**src/rtl/irq_ctrl_if.sv**
```systemverilog
// irq_ctrl register window bus.
// Master drives strobes; slave returns read data.
interface irq_ctrl_if;
   logic        reg_we;
   logic [1:0]  reg_addr;
   logic [15:0] reg_wdata;
   logic [15:0] reg_rdata;

   modport master (
      output reg_we,
      output reg_addr,
      output reg_wdata,
      input  reg_rdata
   );

   modport slave (
      input  reg_we,
      input  reg_addr,
      input  reg_wdata,
      output reg_rdata
   );
endinterface

```
**src/rtl/irq_ctrl.sv**
```systemverilog
// irq_ctrl: collects device lines, picks the lowest
// unmasked pending index, pulses the core irq line.
module irq_ctrl #(
   parameter int N_SRC = 8
) (
   input  logic             clk,
   input  logic             rst,
   input  logic [N_SRC-1:0] irq_lines,
   input  logic             core_irq_en,
   output logic             irq_out,
   irq_ctrl_if.slave        bus
);

   typedef enum logic [1:0] {
      S_IDLE,
      S_FIRE,
      S_WAIT,
      S_SERV
   } state_e;

   state_e state_q, state_d;

   logic [N_SRC-1:0] sync1_q, sync2_q, sync3_q;
   logic [N_SRC-1:0] pend_q, pend_d;
   logic [N_SRC-1:0] mask_q, mask_d;
   logic [N_SRC-1:0] edg_q, edg_d;
   logic [N_SRC-1:0] elig, win_oh, rise;
   logic [N_SRC-1:0] w1c, clr_win, wdat;
   logic [3:0]       win_id;
   logic [3:0]       claim_q, claim_d;
   logic [3:0]       cnt_q, cnt_d;
   logic             busy_q, busy_d;
   logic             irq_q, irq_d;
   logic             wr_pend, wr_mask;
   logic             wr_edge, eoi;
   logic [15:0]      rdata;
   logic             unused_wdata;

   assign wdat         = bus.reg_wdata[N_SRC-1:0];
   assign unused_wdata = ^bus.reg_wdata[15:N_SRC];

   // Decode the write strobe into per-register enables
   always_comb begin
      wr_pend = 1'b0;
      wr_mask = 1'b0;
      wr_edge = 1'b0;
      eoi     = 1'b0;
      unique case (1'b1)
         bus.reg_addr == 2'd0: wr_pend = bus.reg_we;
         bus.reg_addr == 2'd1: wr_mask = bus.reg_we;
         bus.reg_addr == 2'd2: wr_edge = bus.reg_we;
         bus.reg_addr == 2'd3: eoi     = bus.reg_we;
      endcase
   end

   // Read mux; unused upper bits stay zero
   always_comb begin
      rdata = '0;
      unique case (1'b1)
         bus.reg_addr == 2'd0: rdata[N_SRC-1:0] = pend_q;
         bus.reg_addr == 2'd1: rdata[N_SRC-1:0] = mask_q;
         bus.reg_addr == 2'd2: rdata[N_SRC-1:0] = edg_q;
         bus.reg_addr == 2'd3:
            rdata = {busy_q, 11'b0, claim_q};
      endcase
   end

   assign bus.reg_rdata = rdata;

   // Arbitration runs on registered state only, so a
   // same-cycle write never changes the current winner
   assign elig   = pend_q & ~mask_q;
   assign win_oh = elig & (-elig);
   assign rise   = sync2_q & ~sync3_q;
   assign w1c    = wr_pend ? wdat : '0;

   // Encode the lowest eligible index
   always_comb begin
      win_id = '0;
      for (int i = N_SRC - 1; i >= 0; i--) begin
         if (elig[i]) win_id = 4'(i);
      end
   end

   // Delivery FSM: claim, pulse, await ack, await EOI
   always_comb begin
      state_d = state_q;
      claim_d = claim_q;
      busy_d  = busy_q;
      cnt_d   = cnt_q;
      irq_d   = 1'b0;
      clr_win = '0;
      unique case (state_q)
         S_IDLE: begin
            if (|elig && core_irq_en) begin
               state_d = S_FIRE;
               claim_d = win_id;
               busy_d  = 1'b1;
               irq_d   = 1'b1;
               clr_win = edg_q & win_oh;
            end
         end
         S_FIRE: begin
            state_d = S_WAIT;
            cnt_d   = '0;
         end
         S_WAIT: begin
            if (!core_irq_en) begin
               state_d = S_SERV;
            end else if (cnt_q == 4'd7) begin
               state_d = S_IDLE;
               busy_d  = 1'b0;
            end else begin
               cnt_d = cnt_q + 4'd1;
            end
         end
         S_SERV: begin
            if (eoi) begin
               state_d = S_IDLE;
               busy_d  = 1'b0;
               claim_d = '0;
            end
         end
         default: state_d = S_IDLE;
      endcase
   end

   // Edge bits: a new rising edge beats W1C and claim.
   // Level bits track the synchronized line.
   always_comb begin
      pend_d = (edg_q & ((pend_q & ~w1c & ~clr_win) | rise))
             | (~edg_q & sync2_q);
      mask_d = wr_mask ? wdat : mask_q;
      edg_d  = wr_edge ? wdat : edg_q;
   end

   // Two-flop synchronizer plus previous level for edges
   always_ff @(posedge clk or negedge rst) begin
      if (!rst) begin
         sync1_q <= '0;
         sync2_q <= '0;
         sync3_q <= '0;
      end else begin
         sync1_q <= irq_lines;
         sync2_q <= sync1_q;
         sync3_q <= sync2_q;
      end
   end

   // Software-visible registers
   always_ff @(posedge clk or negedge rst) begin
      if (!rst) begin
         pend_q <= '0;
         mask_q <= '1;
         edg_q  <= '0;
      end else begin
         pend_q <= pend_d;
         mask_q <= mask_d;
         edg_q  <= edg_d;
      end
   end

   // FSM state and delivery bookkeeping
   always_ff @(posedge clk or negedge rst) begin
      if (!rst) begin
         state_q <= S_IDLE;
         claim_q <= '0;
         busy_q  <= 1'b0;
         cnt_q   <= '0;
         irq_q   <= 1'b0;
      end else begin
         state_q <= state_d;
         claim_q <= claim_d;
         busy_q  <= busy_d;
         cnt_q   <= cnt_d;
         irq_q   <= irq_d;
      end
   end

   assign irq_out = irq_q;

endmodule

```
**src/flat_wrapper.sv**
```systemverilog
// flat-port wrapper written by rule: the top's interface ports become plain ports
module irq_ctrl_flat 
#(
   parameter int N_SRC = 8
)
  (clk, rst, irq_lines, core_irq_en, irq_out, bus_reg_we, bus_reg_addr, bus_reg_wdata, bus_reg_rdata);
  irq_ctrl_if bus_i ();
  input  logic clk;
  input  logic rst;
  input  logic [N_SRC-1:0] irq_lines;
  input  logic core_irq_en;
  output logic irq_out;
  input wire logic [$bits(bus_i.reg_we)-1:0] bus_reg_we;
  input wire logic [$bits(bus_i.reg_addr)-1:0] bus_reg_addr;
  input wire logic [$bits(bus_i.reg_wdata)-1:0] bus_reg_wdata;
  output wire logic [$bits(bus_i.reg_rdata)-1:0] bus_reg_rdata;
  assign bus_i.reg_we = bus_reg_we;
  assign bus_i.reg_addr = bus_reg_addr;
  assign bus_i.reg_wdata = bus_reg_wdata;
  assign bus_reg_rdata = bus_i.reg_rdata;
  irq_ctrl #(.N_SRC(N_SRC)) u_core (.clk(clk), .rst(rst), .irq_lines(irq_lines), .core_irq_en(core_irq_en), .irq_out(irq_out), .bus(bus_i));
endmodule
```
**config.mk**
```make
export PLATFORM = sky130hd
export DESIGN_NAME = irq_ctrl_flat
export DESIGN_NICKNAME = d
export VERILOG_FILES = /design/src/rtl/irq_ctrl_if.sv /design/src/rtl/irq_ctrl.sv /design/src/flat_wrapper.sv
export SDC_FILE = /design/constraint.sdc
export NUM_CORES = 1
export LEC_CHECK = 0
export ABC_AREA = 1
export BUFFER_PORTS_ARGS = -buffer_cell sky130_fd_sc_hd__buf_2
export CAP_MARGIN = 30
export CORE_UTILIZATION = 46
export CTS_BUF_LIST = sky130_fd_sc_hd__clkbuf_16
export DETAILED_ROUTE_END_ITERATION = 12
export PLACE_DENSITY = 0.73
export SLEW_MARGIN = 20
export SYNTH_ARGS = -nofsm -noshare
export SYNTH_HDL_FRONTEND = slang
export SYNTH_SLANG_ARGS = --single-unit
```
**constraint.sdc**
```tcl
create_clock -name clk -period 3.9 [get_ports clk]
set_clock_uncertainty 0.05 [all_clocks]
set_input_delay 0.195 -clock clk [delete_from_list [all_inputs] [get_ports clk]]
set_output_delay 0.195 -clock clk [all_outputs]
set_load 0.01 [all_outputs]
```
==> results of run 1 <==
## worst reg2reg max path: stages, from the launching register on
cell,delay [ns]
dfstp_2,0.55
inv_1,0.08
nand2_4,0.09
nand2_4,0.07
nor2_4,0.15
nand2_2,0.08
nand3_2,0.24
nand2_1,0.18
nand2_1,0.11
o21ai_1,0.06
## how the worst max path moves through the flow
stage	to	slack [ns]	depth (start not counted)
global placement	u_core.claim_q[1]$_DFFE_PN0P_	2.16	9
detailed placement	u_core.claim_q[1]$_DFFE_PN0P_	2.15	9
floorplan	u_core.pend_q[0]$_DFF_PN0_	2.53	9
finish	u_core.claim_q[1]$_DFFE_PN0P_	2.13	9
global route	u_core.claim_q[1]$_DFFE_PN0P_	2.02	9
CTS	u_core.claim_q[1]$_DFFE_PN0P_	2.15	9
## layout make-up
| type | count | area, sq um | area share |
|---|---|---|---|
| Clock buffer | 9 | 225.2 | 0.06998 |
| Tap cell | 72 | 90.09 | 0.02799 |
| Clock inverter | 4 | 15.01 | 0.004666 |
| Multi-Input combinational cell | 205 | 1017 | 0.3161 |
| Sequential cell | 59 | 1486 | 0.4619 |
| Inverter | 35 | 131.4 | 0.04082 |
| Timing Repair Buffer | 41 | 252.7 | 0.07854 |
## registers in the layout (all words and copies together), names as in the netlist
| signal | cells |
|---|---|
| u_core.edg_q | 8 |
| u_core.claim_q | 3 |
| u_core.busy_q | 1 |
| u_core.sync1_q | 8 |
| u_core.cnt_q | 4 |
| u_core.irq_out | 1 |
| u_core.sync3_q | 8 |
| u_core.state_q | 2 |
| u_core.sync2_q | 8 |
| u_core.mask_q | 8 |
| u_core.pend_q | 8 |
## cells by family (layout without fill, tap and decap cells)
family,after synthesis,in the layout,synth area share
adders and majority gates,1,1,0.004635
muxes,1,1,0.003709
DFF,59,59,0.5508
and+or+nand+nor,157,157,0.2629
xor gates and xnor gates,1,1,0.003246
other,1,7,0.001389
buffers and inverters,45,89,0.08067
AOI/OAI and AO/OA,38,38,0.09272
## Yosys cell counts
master / count
a21oi_1: 6
a22oi_1: 1
buf_4: 7
buf_6: 3
conb_1: 1
dfrtp_1: 51
dfstp_2: 8
ha_1: 1
inv_1: 33
inv_2: 2
mux2i_1: 1
nand2_1: 101
nand2_2: 5
nand2_4: 3
nand3_1: 23
nand3_2: 1
nand3b_1: 1
nand4_1: 2
nor2_1: 14
nor2_2: 1
nor2_4: 5
nor3_1: 1
o2111ai_1: 2
o211ai_1: 1
o21ai_0: 3
o21ai_1: 11
o21ai_2: 11
o21bai_1: 2
o22ai_1: 1
xor2_1: 1
## stage by stage
stage	instance area (sq um)	hold WS, ns
floorplan	2721	-0.1506
global placement	2888	0.06891
detailed placement	2888	0.07681
CTS	3218	0.06986
global route	3218	0.07783
finish	3218	0.07626
## cells in the final DEF (no fill, tap or decap), drive strengths merged, types with 2 or more instances in the layout
cell type      n
o21ai         25
nor2          20
o21bai         2
dfrtp         51
nand4          2
dfstp          8
dlygate4sd3    9
conb           7
nand2        109
nand3         24
inv           38
o2111ai        2
clkbuf         9
buf           32
a21oi          6
## power groups by stage
stage	combinational, uW	sequential, uW	clock [uW]
finish	404	790	646
global route	463	801	688
CTS	407	789	653
detailed placement	397	797	0
global placement	383	793	0
floorplan	302	783	0
## layer usage
layer | global-route usage | up-vias | wire length (microns)
met4 | 0.1093 | 0 | 114
met1 | 0.2546 | 961 | 2568
met5 | 0 | - | 0
met2 | 0.3226 | 43 | 2570
met3 | 0.05116 | 11 | 195
li1 | - | 1042 | -
==> impl_metrics.env, run 1 <==
export IMPL_fin_crit_ns=1.767
export IMPL_cp_required_ns=4.05
export IMPL_status="completed"
export IMPL_cts_htree_levels=3
export IMPL_tightest_slew_ns=0.5374
export IMPL_p_seq_frac=0.429
export IMPL_leakage_uw=0.001622
export IMPL_fin_setup_tns_ns=0
export IMPL_diodes=0
export IMPL_cts_tree="done"
export IMPL_first_global_vias=2037
export IMPL_cpPeakStageDelay_ns=0.55
export IMPL_final_layout_size_suffix_gt1_frac=0.2181
export IMPL_synthCells=303
export IMPL_timing_slew_headroom=0.6417
export IMPL_postCtsSetupRepairBufs=0
export IMPL_cpMaxStageDelayCell="dfstp_2"
export IMPL_irDropWorstVdd_mv=0.2976
export IMPL_p_int_uw=1274
export IMPL_cts_reportedPaths_clkPinSlew_ns=0.05
export IMPL_r2r_end="u_core.claim_q[1]$_DFFE_PN0P_"
export IMPL_via_per_inst=4.840
export IMPL_rsz0062_at_grt="false"
export IMPL_yosys_area_top_type="dfrtp_1"
export IMPL_holdPathStages=3
export IMPL_cp_num_buf_inv=1
export IMPL_nFillCells=488
export IMPL_timing_final_ws_setup_ns=2.133
export IMPL_synth_seq_cells=59
export IMPL_grt_pass1_wl_mm=9.204
export IMPL_instances_no_fill=425
export IMPL_syn_area_sq_um=2699
export IMPL_synth_area_top_cells="dfrtp_1 (47%), nand2_1 (14%), dfstp_2 (7.8%)"
export IMPL_maxSlewViolCount=0
export IMPL_via_count=2057
export IMPL_routed_wl_mm=5.449
export IMPL_grt_use_total=0.2034
export IMPL_clock_latency_ns=0.32
export IMPL_pwr_density_cell_nw_per_um2=571.4
export IMPL_cts_sinks=59
export IMPL_post_cts_resized=0
export IMPL_hold_path_class="input pin to flip-flop"
export IMPL_start_kind="flip-flop"
export IMPL_antenna_found_initial=0
export IMPL_die_h_microns=78.60
export IMPL_ctsHoldBuffers=9
export IMPL_syn_avg_cell_area_sq_um=8.907
export IMPL_rows=27
export IMPL_fmax_mhz=565.9
export IMPL_synthToLayoutAreaGrowth_pct=19.24
export IMPL_fin_util=0.5773
export IMPL_root_buffer="clkbuf_16"
export IMPL_cp_data_arrival_time_ns=1.92
export IMPL_ios=47
export IMPL_hold_violations=0
export IMPL_dp_slack_ns=2.155
export IMPL_setup_viol=0
export IMPL_overflow=0
export IMPL_ys_seq_area_frac=0.5508
export IMPL_power_uw=1839
export IMPL_power_frac_comb=0.219
export IMPL_die_w_microns=78.60
export IMPL_r2r_start="u_core.mask_q[0]$_DFFE_PN1P_"
export IMPL_grt_max_degree=45
export IMPL_dieArea_sq_um=6177
export IMPL_first_pass_iters=5
export IMPL_min_to="u_core.mask_q[0]$_DFFE_PN1P_"
export IMPL_p_switching_uw=565.2
export IMPL_gp_congestion=0.8647
export IMPL_path_max_fanout=13
export IMPL_dp_hpwl_mm=3.631
export IMPL_min_from="bus_reg_wdata[0]"
export IMPL_wl_per_cell_microns=12.82
export IMPL_antenna_left=0
export IMPL_ys_types=30
export IMPL_crit_start="u_core.mask_q[0]$_DFFE_PN1P_"
export IMPL_fp_coreArea_sq_um=5574
export IMPL_rrSetupSlack_ns=2.13
export IMPL_drt_initial_drc_count=102
export IMPL_yosysTopAreaCellShare=0.4729
export IMPL_cts_made_buffers=9
export IMPL_endpoint_kind="flip-flop"
export IMPL_p_sw_frac=0.3074
export IMPL_cp_cell_sequence="inv_1, nand2_4, nand2_4, nor2_4, nand2_2, nand3_2, nand2_1, nand2_1, o21ai_1"
export IMPL_reg2reg_depth=9
export IMPL_clockPowerShare=0.351
export IMPL_yosys_warnings=0
export IMPL_io_buffer_count=31
export IMPL_max_cap_violations=0
export IMPL_clk_path_buf_depth=2
export IMPL_nets=382
export IMPL_start_util=0.4842
export IMPL_period_share=0.4531
export IMPL_drc_errors=0
export IMPL_cp_top_family="simple AND/OR/NAND/NOR gates"
export IMPL_crit_type="flip-flop to flip-flop"
export IMPL_place_inst=403
Power figures use the tool's default switching activity.
==> run 2: changes to the inputs <==
--- a/config.mk
+++ b/config.mk
@@ -11,7 +11,7 @@
 export CORE_UTILIZATION = 46
 export CTS_BUF_LIST = sky130_fd_sc_hd__clkbuf_16
 export DETAILED_ROUTE_END_ITERATION = 12
-export PLACE_DENSITY = 0.73
+export PLACE_DENSITY = 0.75
 export SLEW_MARGIN = 20
 export SYNTH_ARGS = -nofsm -noshare
 export SYNTH_HDL_FRONTEND = slang
==> constraint.sdc (replaced) <==
create_clock -name clk -period 1.5 [get_ports clk]
set_clock_uncertainty 0.05 [all_clocks]
set_input_delay 0.075 -clock clk [delete_from_list [all_inputs] [get_ports clk]]
set_output_delay 0.075 -clock clk [all_outputs]
set_load 0.01 [all_outputs]
==> impl_metrics.env, run 2 (synthesis results as in run 1) <==
export IMPL_cts_htree_levels=3
export IMPL_grt_pass1_wl_mm=10.05
export IMPL_via_per_inst=4.936
export IMPL_fmax_mhz=673.0
export IMPL_rsz0062_at_grt="true"
export IMPL_irDropWorstVdd_mv=0.8356
export IMPL_io_buffer_count=31
export IMPL_hold_path_class="input pin to flip-flop"
export IMPL_timing_final_ws_setup_ns=0.01406
export IMPL_die_h_microns=78.60
export IMPL_overflow=0
export IMPL_antenna_found_initial=0
export IMPL_hold_violations=0
export IMPL_antenna_left=0
export IMPL_crit_type="flip-flop to flip-flop"
export IMPL_drt_initial_drc_count=130
export IMPL_use_met1=0.2721
export IMPL_dp_slack_ns=-0.03110
export IMPL_cp_data_arrival_time_ns=1.69
export IMPL_ios=47
export IMPL_cp_required_ns=1.70
export IMPL_min_from="core_irq_en"
export IMPL_power_uw=5278
export IMPL_diodes=0
export IMPL_reg2reg_depth=9
export IMPL_cts_made_buffers=9
export IMPL_rows=27
export IMPL_maxSlewViolCount=0
export IMPL_die_w_microns=78.60
export IMPL_pwr_density_cell_nw_per_um2=1485
export IMPL_status="completed"
export IMPL_synthToLayoutAreaGrowth_pct=31.71
export IMPL_dieArea_sq_um=6177
export IMPL_start_kind="flip-flop"
export IMPL_cts_sinks=59
export IMPL_grt_met3_usage=0.04535
export IMPL_dp_hpwl_mm=3.944
export IMPL_gp_congestion=0.8303
export IMPL_leakage_uw=0.001771
export IMPL_root_buffer="clkbuf_16"
export IMPL_drc_errors=0
export IMPL_grt_use_total=0.2193
export IMPL_routed_wl_mm=5.965
export IMPL_setup_viol=0
export IMPL_start_util=0.4842
export IMPL_final_layout_size_suffix_gt1_frac=0.3097
export IMPL_nets=407
export IMPL_clk_path_buf_depth=2
export IMPL_fin_crit_ns=1.486
export IMPL_endpoint_kind="flip-flop"
export IMPL_wl_per_cell_microns=13.17
export IMPL_first_global_vias=2251
export IMPL_clock_latency_ns=0.32
export IMPL_min_to="u_core.cnt_q[1]$_DFFE_PN0P_"
export IMPL_holdPathStages=3
export IMPL_grt_max_degree=32
export IMPL_use_met2=0.3496
export IMPL_crit_start="u_core.mask_q[2]$_DFFE_PN1P_"
export IMPL_r2r_start="u_core.mask_q[2]$_DFFE_PN1P_"
export IMPL_rrSetupSlack_ns=0.01
export IMPL_path_max_fanout=6
export IMPL_mostFrequentLayoutCell="nand2_1"
export IMPL_grt_busiest_layer="met2"
export IMPL_first_pass_iters=4
export IMPL_via_count=2236
export IMPL_period_share=0.9906
export IMPL_mostFrequentLayoutCells="nand2_1 (89), dfrtp_1 (51), inv_1 (33), buf_2 (31), nand3_1 (23)"
export IMPL_cts_tree="done"
export IMPL_r2r_end="u_core.pend_q[5]$_DFF_PN0_"
export IMPL_fin_area_sq_um=3555
export IMPL_max_cap_violations=0
export IMPL_cts_reportedPaths_clkPinSlew_ns=0.05
export IMPL_place_area_sq_um=3008
export IMPL_fp_coreArea_sq_um=5574
-- run 2: changes by cell type in the layout (fill, tap and decap cells not counted), sizes merged --
cell and change:
buf +17, bufinv +1, clkinv +2, dlygate4sd3 +8
-- run 2: how the worst max path moves through the flow --
stage / end / slack (ns)
after floorplan: u_core.pend_q[0]$_DFF_PN0_ / 0.13
after global placement: u_core.pend_q[7]$_DFF_PN0_ / 0.04
after detailed placement: u_core.pend_q[6]$_DFF_PN0_ / -0.03
after CTS: u_core.pend_q[6]$_DFF_PN0_ / 0.002
after global routing: u_core.pend_q[5]$_DFF_PN0_ / -0.07
final: u_core.pend_q[5]$_DFF_PN0_ / 0.01
-- run 2: final cells by class --
class / count / area [sq um]
Sequential cell: 59 / 1486
Timing Repair Buffer: 66 / 467.9
Multi-Input combinational cell: 205 / 1101
Inverter: 35 / 131.4
Clock inverter: 7 / 52.55
Clock buffer: 9 / 225.2
Tap cell: 72 / 90.09
Fill cell: 441 / 2019
-- run 2: worst max-delay path: stages, from the launching register on --
cell and delay [ns]:
dfstp_2 0.54, inv_2 0.04, nand2_2 0.06, nand2_2 0.08, nor2_4 0.17, nand2_4 0.09
nand3_4 0.09, buf_6 0.15, nor2_2 0.04, o21ai_2 0.10
-- run 2: metrics by stage --
stage,TNS (ns),std cells,util,hold slack [ns]
2_1_floorplan,0,309,-,-0.2706
3_3_place_gp,0,419,0.5396,0.06621
3_5_place_dp,-0.04922,419,0.5396,0.06573
4_1_cts,0,452,0.6222,0.03353
5_1_grt,-0.5741,453,0.6377,0.06002
6_report,0,453,0.6377,0.04258
-- run 2: report_power, final --
group          total (uW)  switching [uW]  internal, uW
logic                1320             781           543
clock network        1900             652          1240
registers            2060             192          1870
total                5280            1620          3650
-- run 2: layer usage --
layer  share of wire  wire length (microns)  vias to the layer above
li1                -                      -                     1100
met1            0.44                   2642                     1061
met4           0.033                    199                        0
met2            0.49                   2905                       57
met5               0                      0                        -
met3           0.036                    217                       18
-- run 2: repair_timing --
action                                  CTS  global route
gates cloned                              0             0
gates resized for setup                   5            28
pin swaps                                 2             4
hold endpoints to repair                 69             0
endpoints found under the setup margin    2            16
hold buffers                             17             0
buffers inserted                          0             1
==> run 3: changes to the inputs <==
--- a/config.mk
+++ b/config.mk
@@ -5,13 +5,12 @@
 export SDC_FILE = /design/constraint.sdc
 export NUM_CORES = 1
 export LEC_CHECK = 0
-export ABC_AREA = 1
 export BUFFER_PORTS_ARGS = -buffer_cell sky130_fd_sc_hd__buf_2
 export CAP_MARGIN = 30
 export CORE_UTILIZATION = 46
 export CTS_BUF_LIST = sky130_fd_sc_hd__clkbuf_16
 export DETAILED_ROUTE_END_ITERATION = 12
-export PLACE_DENSITY = 0.75
+export PLACE_DENSITY = 0.76
 export SLEW_MARGIN = 20
 export SYNTH_ARGS = -nofsm -noshare
 export SYNTH_HDL_FRONTEND = slang
==> impl_metrics.env, run 3 <==
export IMPL_mostFrequentLayoutCell="dfrtp_1"
export IMPL_setup_viol=16
export IMPL_endpoint_kind="flip-flop"
export IMPL_power_uw=5543
export IMPL_wl_per_cell_microns=14.91
export IMPL_cp_top_family="simple AND/OR/NAND/NOR gates"
export IMPL_ys_types=44
export IMPL_mostFrequentLayoutCells="dfrtp_1 (51), buf_4 (37), nand2_1 (31), buf_2 (28), dlygate4sd3_1 (17)"
export IMPL_cp_data_arrival_time_ns=2.06
export IMPL_cts_tree="done"
export IMPL_grt_max_degree=60
export IMPL_first_global_vias=2051
export IMPL_r2r_start="u_core.mask_q[1]$_DFFE_PN1P_"
export IMPL_clock_latency_ns=0.32
export IMPL_synth_ff_type="dfrtp_1"
export IMPL_yosysTopAreaCellShare=0.4959
export IMPL_diodes=0
export IMPL_cp_cell_sequence="nor2b_2, or4_4, nor3b_4, nand3_1, a22o_1"
export IMPL_cts_htree_levels=3
export IMPL_yosysMostFrequentCell="dfrtp_1"
export IMPL_regArea_sq_um=1486
export IMPL_fp_coreArea_sq_um=5238
export IMPL_irDropWorstVdd_mv=0.9041
export IMPL_failed_checks="setup timing"
export IMPL_nFillCells=355
export IMPL_drt_initial_drc_count=104
export IMPL_cp_required_ns=1.66
export IMPL_gp_congestion=0.8351
export IMPL_nets=344
export IMPL_max_cap_violations=0
export IMPL_cts_made_buffers=9
export IMPL_synth_area_top_cells="dfrtp_1 (50%), dfstp_2 (8.2%), mux2_2 (7.0%)"
export IMPL_fin_area_sq_um=3717
export IMPL_yosys_warnings=0
export IMPL_via_count=1980
export IMPL_yosys_area_top_type="dfrtp_1"
export IMPL_cp_num_buf_inv=0
export IMPL_dieArea_sq_um=5898
export IMPL_drc_errors=0
export IMPL_r2r_end="u_core.pend_q[6]$_DFF_PN0_"
export IMPL_holdPathStages=4
export IMPL_period_share=1.269
export IMPL_multi_input_area_sq_um=1132
export IMPL_crit_type="flip-flop to flip-flop"
export IMPL_cts_sinks=59
export IMPL_hold_path_class="input pin to flip-flop"
export IMPL_syn_area_sq_um=2574
export IMPL_first_pass_iters=5
export IMPL_cpPeakStageDelay_ns=0.55
export IMPL_fin_crit_ns=1.903
export IMPL_synthToLayoutAreaGrowth_pct=44.43
export IMPL_reg2reg_depth=5
export IMPL_status="finished, violations left"
export IMPL_die_h_microns=76.80
export IMPL_io_buffer_count=31
export IMPL_start_util=0.4914
export IMPL_use_met2=0.3545
export IMPL_synthCells=212
export IMPL_synth_common_cells="dfrtp_1 (51), nand2_1 (31), mux2_2 (16), a21oi_1 (10), o21ai_0 (10)"
export IMPL_rows=26
export IMPL_min_from="bus_reg_we"
export IMPL_cts_reportedPaths_clkPinSlew_ns=0.05
export IMPL_clk_path_buf_depth=2
export IMPL_fin_util=0.7097
export IMPL_pwr_density_cell_nw_per_um2=1491
export IMPL_fmax_mhz=525.4
export IMPL_synth_edff_count=0
export IMPL_leakage_uw=0.001727
export IMPL_start_kind="flip-flop"
export IMPL_hold_violations=0
export IMPL_root_buffer="clkbuf_16"
export IMPL_cpMaxStageDelayCell="dfstp_2"
export IMPL_use_met1=0.2709
export IMPL_antenna_left=0
export IMPL_grt_met3_usage=0.06071
export IMPL_place_area_sq_um=3105
export IMPL_timing_final_ws_setup_ns=-0.4032
export IMPL_grt_pass1_wl_mm=9.673
export IMPL_die_w_microns=76.80
export IMPL_antenna_found_initial=0
export IMPL_grt_busiest_layer="met2"
export IMPL_rsz0062_at_grt="true"
export IMPL_via_per_inst=5.116
export IMPL_syn_avg_cell_area_sq_um=12.14
export IMPL_synthArstFlopShare=1.000
export IMPL_synth_seq_cells=59
export IMPL_final_layout_size_suffix_gt1_frac=0.4479
export IMPL_rrSetupSlack_ns=-0.40
export IMPL_grt_use_total=0.2168
export IMPL_maxSlewViolCount=0
export IMPL_ys_seq_area_frac=0.5775
export IMPL_dp_hpwl_mm=3.861
export IMPL_ios=47
export IMPL_routed_wl_mm=5.769
export IMPL_path_max_fanout=5
export IMPL_min_to="u_core.state_q[0]$_DFFE_PN0P_"
export IMPL_overflow=0
==> run 3: cell count changes in the layout (fill, tap and decap cells not counted), sizes merged, moves of 13 or more <==
cell   before  now
nand3      24    9
inv        38    5
nand2     109   31
buf        49   76
nor2       20    7
mux2        0   16
==> run 3: cell families after synthesis <==
family / Yosys count / share of synthesized area
other: 1 / 0.001457
buffers and inverters: 13 / 0.02965
AO/OA/AOI/OAI: 40 / 0.09869
AND/OR/NAND/NOR: 73 / 0.1687
flip-flops: 59 / 0.5775
XOR/XNOR: 1 / 0.003404
adder cells (fa/ha/maj): 1 / 0.004861
multiplexers: 24 / 0.1157
==> run 3: power by group <==
group	internal, uW	switching (uW)
logic	855	732
clock network	1240	641
registers	1890	186
==> run 3: through the flow <==
step	setup WS, ns	setup TNS, ns	cells	hold WS, ns
3_3_place_gp	-0.3658	-2.812	349	0.05214
6_report	-0.4032	-3.480	387	0.1685
3_5_place_dp	-0.3945	-3.098	349	0.05329
2_1_floorplan	-0.3041	-1.350	218	-0.2706
4_1_cts	-0.3816	-2.947	383	0.1446
5_1_grt	-0.4825	-4.368	387	0.2033
==> run 3: layer usage <==
layer | wire [microns] | up-vias
met5 | 0 | -
met1 | 2592 | 974
met4 | 66 | 0
met2 | 2899 | 50
li1 | - | 948
met3 | 210 | 8
==> run 3: how the worst max path moves through the flow <==
stage                                   from                          to  slack (ns)  depth (start not counted)
2_1_floorplan  u_core.state_q[0]$_DFFE_PN0P_  u_core.pend_q[6]$_DFF_PN0_       -0.30                          5
3_3_place_gp    u_core.mask_q[1]$_DFFE_PN1P_  u_core.pend_q[6]$_DFF_PN0_       -0.37                          5
3_5_place_dp    u_core.mask_q[1]$_DFFE_PN1P_  u_core.pend_q[7]$_DFF_PN0_       -0.39                          5
4_1_cts         u_core.mask_q[1]$_DFFE_PN1P_  u_core.pend_q[6]$_DFF_PN0_       -0.38                          5
5_1_grt         u_core.mask_q[1]$_DFFE_PN1P_  u_core.pend_q[6]$_DFF_PN0_       -0.48                          5
6_report        u_core.mask_q[1]$_DFFE_PN1P_  u_core.pend_q[6]$_DFF_PN0_       -0.40                          5
==> run 3: area by class of cell <==
type                    instances  area share
inverters                       4    0.004039
multi-input cells             146      0.3046
clock buffers                   9     0.06059
clock inverters                 6     0.01346
flip-flops and latches         59      0.3999
well taps                      70     0.02356
repair buffers                 93      0.1939
==> run 3: repair_timing <==
| action | 4_1_cts | 5_1_grt |
|---|---|---|
| resized for setup | 12 | 18 |
| hold buffers | 17 | 0 |
| buffers inserted | 4 | 5 |
| pin swaps | 8 | 3 |
| hold endpoints to repair | 83 | 0 |
| endpoints found under the setup margin | 16 | 20 |
==> run 3: worst reg2reg max path, stage by stage, from the launching register on <==
cell and delay [ns]:
dfstp_2 0.55, nor2b_2 0.05, or4_4 0.51, nor3b_4 0.29
nand3_1 0.12, a22o_1 0.23
